<file path="config.mk">
export PLATFORM = sky130hd
export DESIGN_NAME = clk_div_bank
export DESIGN_NICKNAME = d
export VERILOG_FILES = /design/src/rtl/clk_div_bank.sv
export SDC_FILE = /design/constraint.sdc
export NUM_CORES = 1
export LEC_CHECK = 0
export BUFFER_PORTS_ARGS = -buffer_cell sky130_fd_sc_hd__buf_2
export CAP_MARGIN = 15
export CORE_MARGIN = 8
export CORE_UTILIZATION = 33
export CTS_CLUSTER_DIAMETER = 150
export DETAILED_ROUTE_END_ITERATION = 10
export PLACE_DENSITY = 0.56
export SLEW_MARGIN = 20
export SYNTH_ARGS = -nofsm -noshare
export SYNTH_HDL_FRONTEND = slang
export SYNTH_SLANG_ARGS = --single-unit
</file>
<file path="constraint.sdc">
create_clock -name clk_in -period 2.85 [get_ports clk_in]
set_clock_uncertainty 0.15 [all_clocks]
set_input_delay 0.1425 -clock clk_in [delete_from_list [all_inputs] [get_ports clk_in]]
set_output_delay 0.1425 -clock clk_in [all_outputs]
set_load 0.03 [all_outputs]
</file>
<file path="src/rtl/clk_div_bank.sv">
// Bank of NUM_CH independent programmable clock dividers with per-channel tick strobes.
// Divisor updates are deferred to half-period boundaries so no output phase is ever shortened.
module clk_div_bank #(
  parameter int NUM_CH      = 4,
  parameter int CNT_W       = 32,
  parameter int DEFAULT_DIV = 500,
  localparam int CH_W       = (NUM_CH > 1) ? $clog2(NUM_CH) : 1
) (
  input  logic              clk_in,
  input  logic              rst_n,
  input  logic [NUM_CH-1:0] en,
  input  logic              sync_clr,
  input  logic              cfg_we,
  input  logic [CH_W-1:0]   cfg_ch,
  input  logic [CNT_W-1:0]  cfg_div,
  output logic              cfg_err,
  output logic [NUM_CH-1:0] pend,
  output logic [NUM_CH-1:0] clk_out,
  output logic [NUM_CH-1:0] tick
);

  localparam logic [CNT_W-1:0] DIV_RST  = CNT_W'(DEFAULT_DIV);
  localparam logic [CNT_W-1:0] CNT_ONE  = CNT_W'(1);
  localparam logic [CH_W:0]    NUM_CH_W = (CH_W+1)'(NUM_CH);

  logic [CNT_W-1:0]  cnt      [NUM_CH];
  logic [CNT_W-1:0]  div_cur  [NUM_CH];
  logic [CNT_W-1:0]  div_pend [NUM_CH];
  logic              cfg_ok;
  logic [NUM_CH-1:0] wr_hit;

  // Channel index is widened by one bit so out-of-range indices are caught
  // even when NUM_CH is not a power of two.
  always_comb begin
    cfg_ok = cfg_we && (cfg_div != '0) && ({1'b0, cfg_ch} < NUM_CH_W);
    wr_hit = '0;
    for (int i = 0; i < NUM_CH; i++) begin
      wr_hit[i] = cfg_ok && (cfg_ch == CH_W'(i));
    end
  end

  always_ff @(posedge clk_in or negedge rst_n) begin
    if (!rst_n) begin
      cfg_err <= 1'b0;
      pend    <= '0;
      clk_out <= '0;
      tick    <= '0;
      for (int i = 0; i < NUM_CH; i++) begin
        cnt[i]      <= CNT_ONE;
        div_cur[i]  <= DIV_RST;
        div_pend[i] <= '0;
      end
    end else begin
      cfg_err <= cfg_we && !cfg_ok;
      for (int i = 0; i < NUM_CH; i++) begin
        tick[i] <= 1'b0;
        if (sync_clr) begin
          // Restart in phase; a simultaneous write bypasses the pending slot.
          cnt[i]     <= CNT_ONE;
          clk_out[i] <= 1'b0;
          if (wr_hit[i]) begin
            div_cur[i] <= cfg_div;
            pend[i]    <= 1'b0;
          end else if (pend[i]) begin
            div_cur[i] <= div_pend[i];
            pend[i]    <= 1'b0;
          end
        end else begin
          if (!en[i] && !clk_out[i]) begin
            cnt[i] <= CNT_ONE;
            if (pend[i]) begin
              div_cur[i] <= div_pend[i];
              pend[i]    <= 1'b0;
            end
          end else if (cnt[i] >= div_cur[i]) begin
            // Half-period boundary: the only point a new divisor may load.
            cnt[i]     <= CNT_ONE;
            clk_out[i] <= ~clk_out[i];
            tick[i]    <= ~clk_out[i];
            if (pend[i]) begin
              div_cur[i] <= div_pend[i];
              pend[i]    <= 1'b0;
            end
          end else begin
            cnt[i] <= cnt[i] + CNT_ONE;
          end
          // A write landing on an apply edge stays pending for the next boundary.
          if (wr_hit[i]) begin
            div_pend[i] <= cfg_div;
            pend[i]     <= 1'b1;
          end
        end
      end
    end
  end

endmodule

</file>
=== Yosys cells after proc, flatten, opt, wreduce, memory -nomap -nowiden ===
Cells that the tools add are included.

* Bits in registers: 397
* Bits in latches: 0
* Memory bits (writable): 0
* ROM bits: 0
* Input bits: 42
* Output and inout bits: 13
* Word-level logic and storage cells: 155
* Memories: 0

* $add $sub $neg: 4
* Multipliers: 0
* Divide/modulo/power cells: 0
* Magnitude comparators: 4
* Eq/ne operators: 7
* Shift-type cells: 0
* Mux-type cells: 72
* Bitwise gates (word level): 5
* Reduce and logical (&&, ||, !) cells: 41

{| class="wikitable"
|+ Operator list
! cell !! count
|-
| $mux W32 || 32
|-
| $add A32 B1 Y32 const B || 4
|-
| $ge A32 B32 Y1 || 4
|-
| $mux W1 || 40
|-
| $reduce_bool A32 Y1 || 1
|-
| $reduce_and A2 Y1 || 8
|-
| $reduce_bool A4 Y1 || 4
|-
| $reduce_bool A3 Y1 || 4
|-
| $logic_and A1 B1 Y1 || 10
|-
| $logic_not A1 Y1 || 9
|-
| $ne A2 B2 Y1 const B || 4
|-
| $reduce_bool A2 Y1 || 4
|-
| $not A1 Y1 || 5
|-
| $eq A2 B2 Y1 const B || 2
|-
| $eq A2 B1 Y1 const B || 1
|-
| $logic_not A2 Y1 || 1
|}

=== Depth between registers and ports, before layout ===
* Depth in word-level cells: 5
* Gate-level depth with buffers: 11
* Depth with buffers taken out: 9

=== Least setup slack after synthesis ===
OpenSTA, ideal clock, no wires.

* Kind: flip-flop to flip-flop
* From: register div_cur[104] in the netlist's numbering
* To: register div_cur[105] in the netlist's numbering
* Library setup time: 137 ps
* Data arrival time: 2286 ps
* Required time: 2563 ps
* Path slack: 276 ps
* Cell stages (with the launch flop): 11
* Path buffers: 1
* Period minus slack after synthesis: 2574 ps
* Cells stage by stage: dfstp_2 > inv_1 > ha_1 > and4_1 > nand2_1 > or4_1 > nand3_1 > nor3_2 > nor2_2 > clkbuf_1 > a2bb2oi_1

* Cells in the longest elaborated chain, start to end: 2

{| class="wikitable"
|+ Ends and longest elaborated chain
! element !! RTL line !! text
|-
| from (decl) || 27 || <nowiki>logic [CNT_W-1:0] div_cur [NUM_CH];</nowiki>
|-
| from (signal, indexed assignment) || 62 || <nowiki>div_cur[i] <= cfg_div;</nowiki>
|-
| from (signal, indexed assignment) || 65 || <nowiki>div_cur[i] <= div_pend[i];</nowiki>
|-
| from (signal, indexed assignment) || 72 || <nowiki>div_cur[i] <= div_pend[i];</nowiki>
|-
| $ge A32 B32 Y1 || 75 || <nowiki>end else if (cnt[i] >= div_cur[i]) begin</nowiki>
|-
| $reduce_bool A3 Y1 (no source line) || -- ||
|}

Every way passes these cells.
A chain may end at the register's enable or synchronous reset.

=== Worst setup path in the final report ===
* From: register div_cur[104] in the netlist's numbering
* To: register div_cur[104] in the netlist's numbering

* Cells in the longest elaborated chain, start to end: 4
* Elaborated cells between the ends (all ways): 7
* Those cells by class: 1 x order compare; 5 x mux; 1 x reduce/logical

{| class="wikitable"
|+ Ends and longest elaborated chain
! element
|-
| parallel branches: the longest is 4 deep, another holds $ge A32 B32 Y1
|}

Several ways; the timed one is not identified. The select of a mux whose other input is x is not followed.

==> impl_results.md <==
- Outcome: finished, final reports clean
- Diodes inserted: 0
- Starting Density: 33.2%
- Syn nets: 2071
- R2R Path Start: div_cur[104]
- TritonCTS Buffers: 45
- Design area: 24500 um2
- Routed wire per std cell: 18.4 um
- Die footprint: 70100 um2
- DRC: 0
- CP Max Fanout: 5
- Total number of vias: 14.8k
- DR iter-0 viols: 931
- CTS tree: done
- Cells after Synth: 1897
- Placed cell areas: 22200 um2
- RR Endpoint: div_cur[104]
- Top cell type by total area after synthesis: dfrtp_1
- Met3 Resource Use GR: 2.86%
- First-pass GRT wire length: 85000 um
- Post-synth ARST share: 100%
- Slew Limit Headroom: 31.2%
- Register-to-Register Setup Slack: 0.03 ns
- Setup crit end kind: flop
- Synth cell count leaders: 369 x dfrtp_1, 177 x nor2_1, 143 x inv_1
- Worst-skew pair later-pin latency: 0.58 ns
- Final ANT Viol Nets: 0
- Routed WL: 52600 um
- GRT Resource Usage Total: 14.9%
- Gpl congestion: 0.798
- Most frequent cell after synthesis: dfrtp_1
- Placed wire-length estimate: 36900 um
- H-tree depth: 2
- Final period utilization: 99.0%
- #FFs+latches synth: 397
- Initial antenna violation count: 1
- Row count: 91
- Layout Nets: 2204
- Vias per inst: 5.18
- Congestion Overflow GR: 0
- Chip width: 265 um
- CTS Sinks: 397
- Core Area: 61500 um2
- Cells after DPL: 2722
- Top Usage Layer GRT: met2
- Clock Tree Buf Depth: 3
- Worst hold path class: primary input to asynchronous set/reset pin
- Fin cells: 2856
- RSZ-0062 raised after global routing: true
- Final Setup Violations: 0
- Met2 Usage GRT: 23.8%
- Layout cells sized above 1: 22.3%
- Max-Cap Viols: 0
- Pwr Density: 658 nW/um2
- Distinct cells, synth: 60
- Vias in the first global route: 15.5k
- Fin. max-slew vios: 0
- Die Span Y: 265 um
- Minimum clock period after layout: 2.82 ns
- GR Util met1: 20.3%
- Layout overhead on the synthesized area: 19.9%
- Sequential fraction of the synthesis area: 48.8%
- Fill count: 5837
- Lkg Pwr: 11.2 nW
- Fin Setup TNS: 0 ns
- Synth area leaders: dfrtp_1 45%, ha_1 8.1%, mux2_2 5.8%
- Main flop type after synthesis: dfrtp_1
- Maximum vdd drop: 0.491 mV
- Final hold slack: 0.0271 ns
- Largest net degree at the start of global routing: 67
- Type of origin of the critical path: flop
- Post-synthesis average cell area: 10.8 um2
- Number of I/O port buffers: 54
- Pre-antenna DRT Iters: 5
- Critical Path RT: 3.21 ns
- Critical path start-end classification: flop to flop
- Final Util: 39.8%
- Root Buffer: clkbuf_16
- Fmax: 0.354 GHz
- Final Hold Fails: 0
- Post-Synthesis Cell Area: 20400 um2
- Area share of the largest cell type after synthesis: 45.2%
- EDFF count, synth: 0
- Yosys warns: 0
- Slew @ Worst Pin: 1.02 ns
- IO Count: 55
- Cell count of the worst reg-to-reg path: 12
- Clock Pin Slew Worst Setup and Hold Paths: 0.06 ns
- Worst Path Arrival: 3.18 ns
==> cell usage in the layout (no fill, tap or decap), types with 7 or more instances in the layout <==
master,n
nor3_1,11
nand4_1,37
nor2_1,177
mux2_1,23
dlygate4sd3_1,41
nand3_1,57
buf_2,53
a21oi_1,60
nand2_1,92
o21ai_0,39
dfrtp_1,367
inv_1,142
ha_1,129
clkbuf_1,14
dfstp_2,28
and4_1,11
buf_4,73
mux2_2,105
buf_12,25
a2bb2oi_2,59
o22ai_1,128
clkinv_2,9
nor3b_1,7
clkbuf_16,50
clkbuf_8,9
a2bb2oi_1,68
xnor2_1,47
a211oi_1,7
or3_1,8
xor2_1,66
and3_1,27
nor4_1,9
nor4_2,7
==> registers in the layout (all words and copies together) (netlist names) <==
name      flops
cnt         128
div_cur     128
div_pend    128
clk_out       4
pend          4
tick          4
cfg_err       1
==> area by class of cell <==
type                    count  area [um2]  area share [%]
multi-input cells        1243        9680            39.5
repair buffers            200        1860            7.61
inverters                 143         537            2.19
clock inverters            13         101           0.414
clock buffers              70        1350            5.52
flip-flops and latches    397        9970            40.7
well taps                 790         988            4.03
==> worst max-delay path by stage <==
stage                  from            to  slack [ns]  depth (start not counted)
2_1_floorplan  div_cur[104]  div_cur[105]        0.28                         10
3_3_place_gp    cfg_div[25]  div_cur[121]       -0.23                         10
3_5_place_dp    cfg_div[25]  div_cur[125]       -0.21                         10
4_1_cts              cnt[0]   div_cur[21]        0.03                         10
5_1_grt        div_cur[104]  div_cur[104]       -0.08                         12
6_report       div_cur[104]  div_cur[104]        0.03                         12
==> critical path: stages, from the launching register on <==
cell	delay [ns]
dfstp_2	0.54
inv_2	0.04
ha_4	0.24
and4_1	0.16
nand2_1	0.07
or4_4	0.55
nand3_4	0.11
nor3_2	0.04
buf_4	0.17
nor3_4	0.20
buf_6	0.18
clkbuf_16	0.16
a2bb2oi_2	0.15
==> metrics by stage <==
| stage | power, mW | setup WS (ns) |
|---|---|---|
| 2_1_floorplan | 9.24 | 0.276 |
| 3_3_place_gp | 10.1 | -0.231 |
| 3_5_place_dp | 10.2 | -0.215 |
| 4_1_cts | 16.0 | 0.0284 |
| 5_1_grt | 17.0 | -0.0821 |
| 6_report | 16.1 | 0.0279 |
==> cell families (layout without fill, tap and decap cells) <==
logic type | Yosys count | in the layout | synth area share [%]
compound gates | 393 | 393 | 14.3
xor+xnor | 113 | 113 | 4.84
fa+ha+maj | 132 | 132 | 8.08
buf+inv | 257 | 426 | 5.35
flops | 397 | 397 | 48.8
mux | 132 | 132 | 7.25
simple gates | 473 | 473 | 11.4
==> routing by layer <==
layer / vias to the layer above / routed length [um] / share of wire [%]
li1: 7046 / - / -
met1: 7429 / 24700 / 47
met2: 230 / 24000 / 46
met3: 87 / 2400 / 4.6
met4: 0 / 1410 / 2.7
met5: - / 0 / 0
==> power by group <==
group	leakage, nW	switching (mW)	internal (mW)
sequential	4.89	0.659	6.73
combinational	5.56	1.39	1.60
clock	0.723	2.38	3.35
==> repair_timing <==
item	CTS	global route
hold buffers	41	0
resized for setup	1	57
setup endpoints to repair	1	123
pin swaps	1	8
hold endpoints to repair	577	0
cloned	0	4
buffers inserted	0	6
Power figures use the tool's default switching activity.
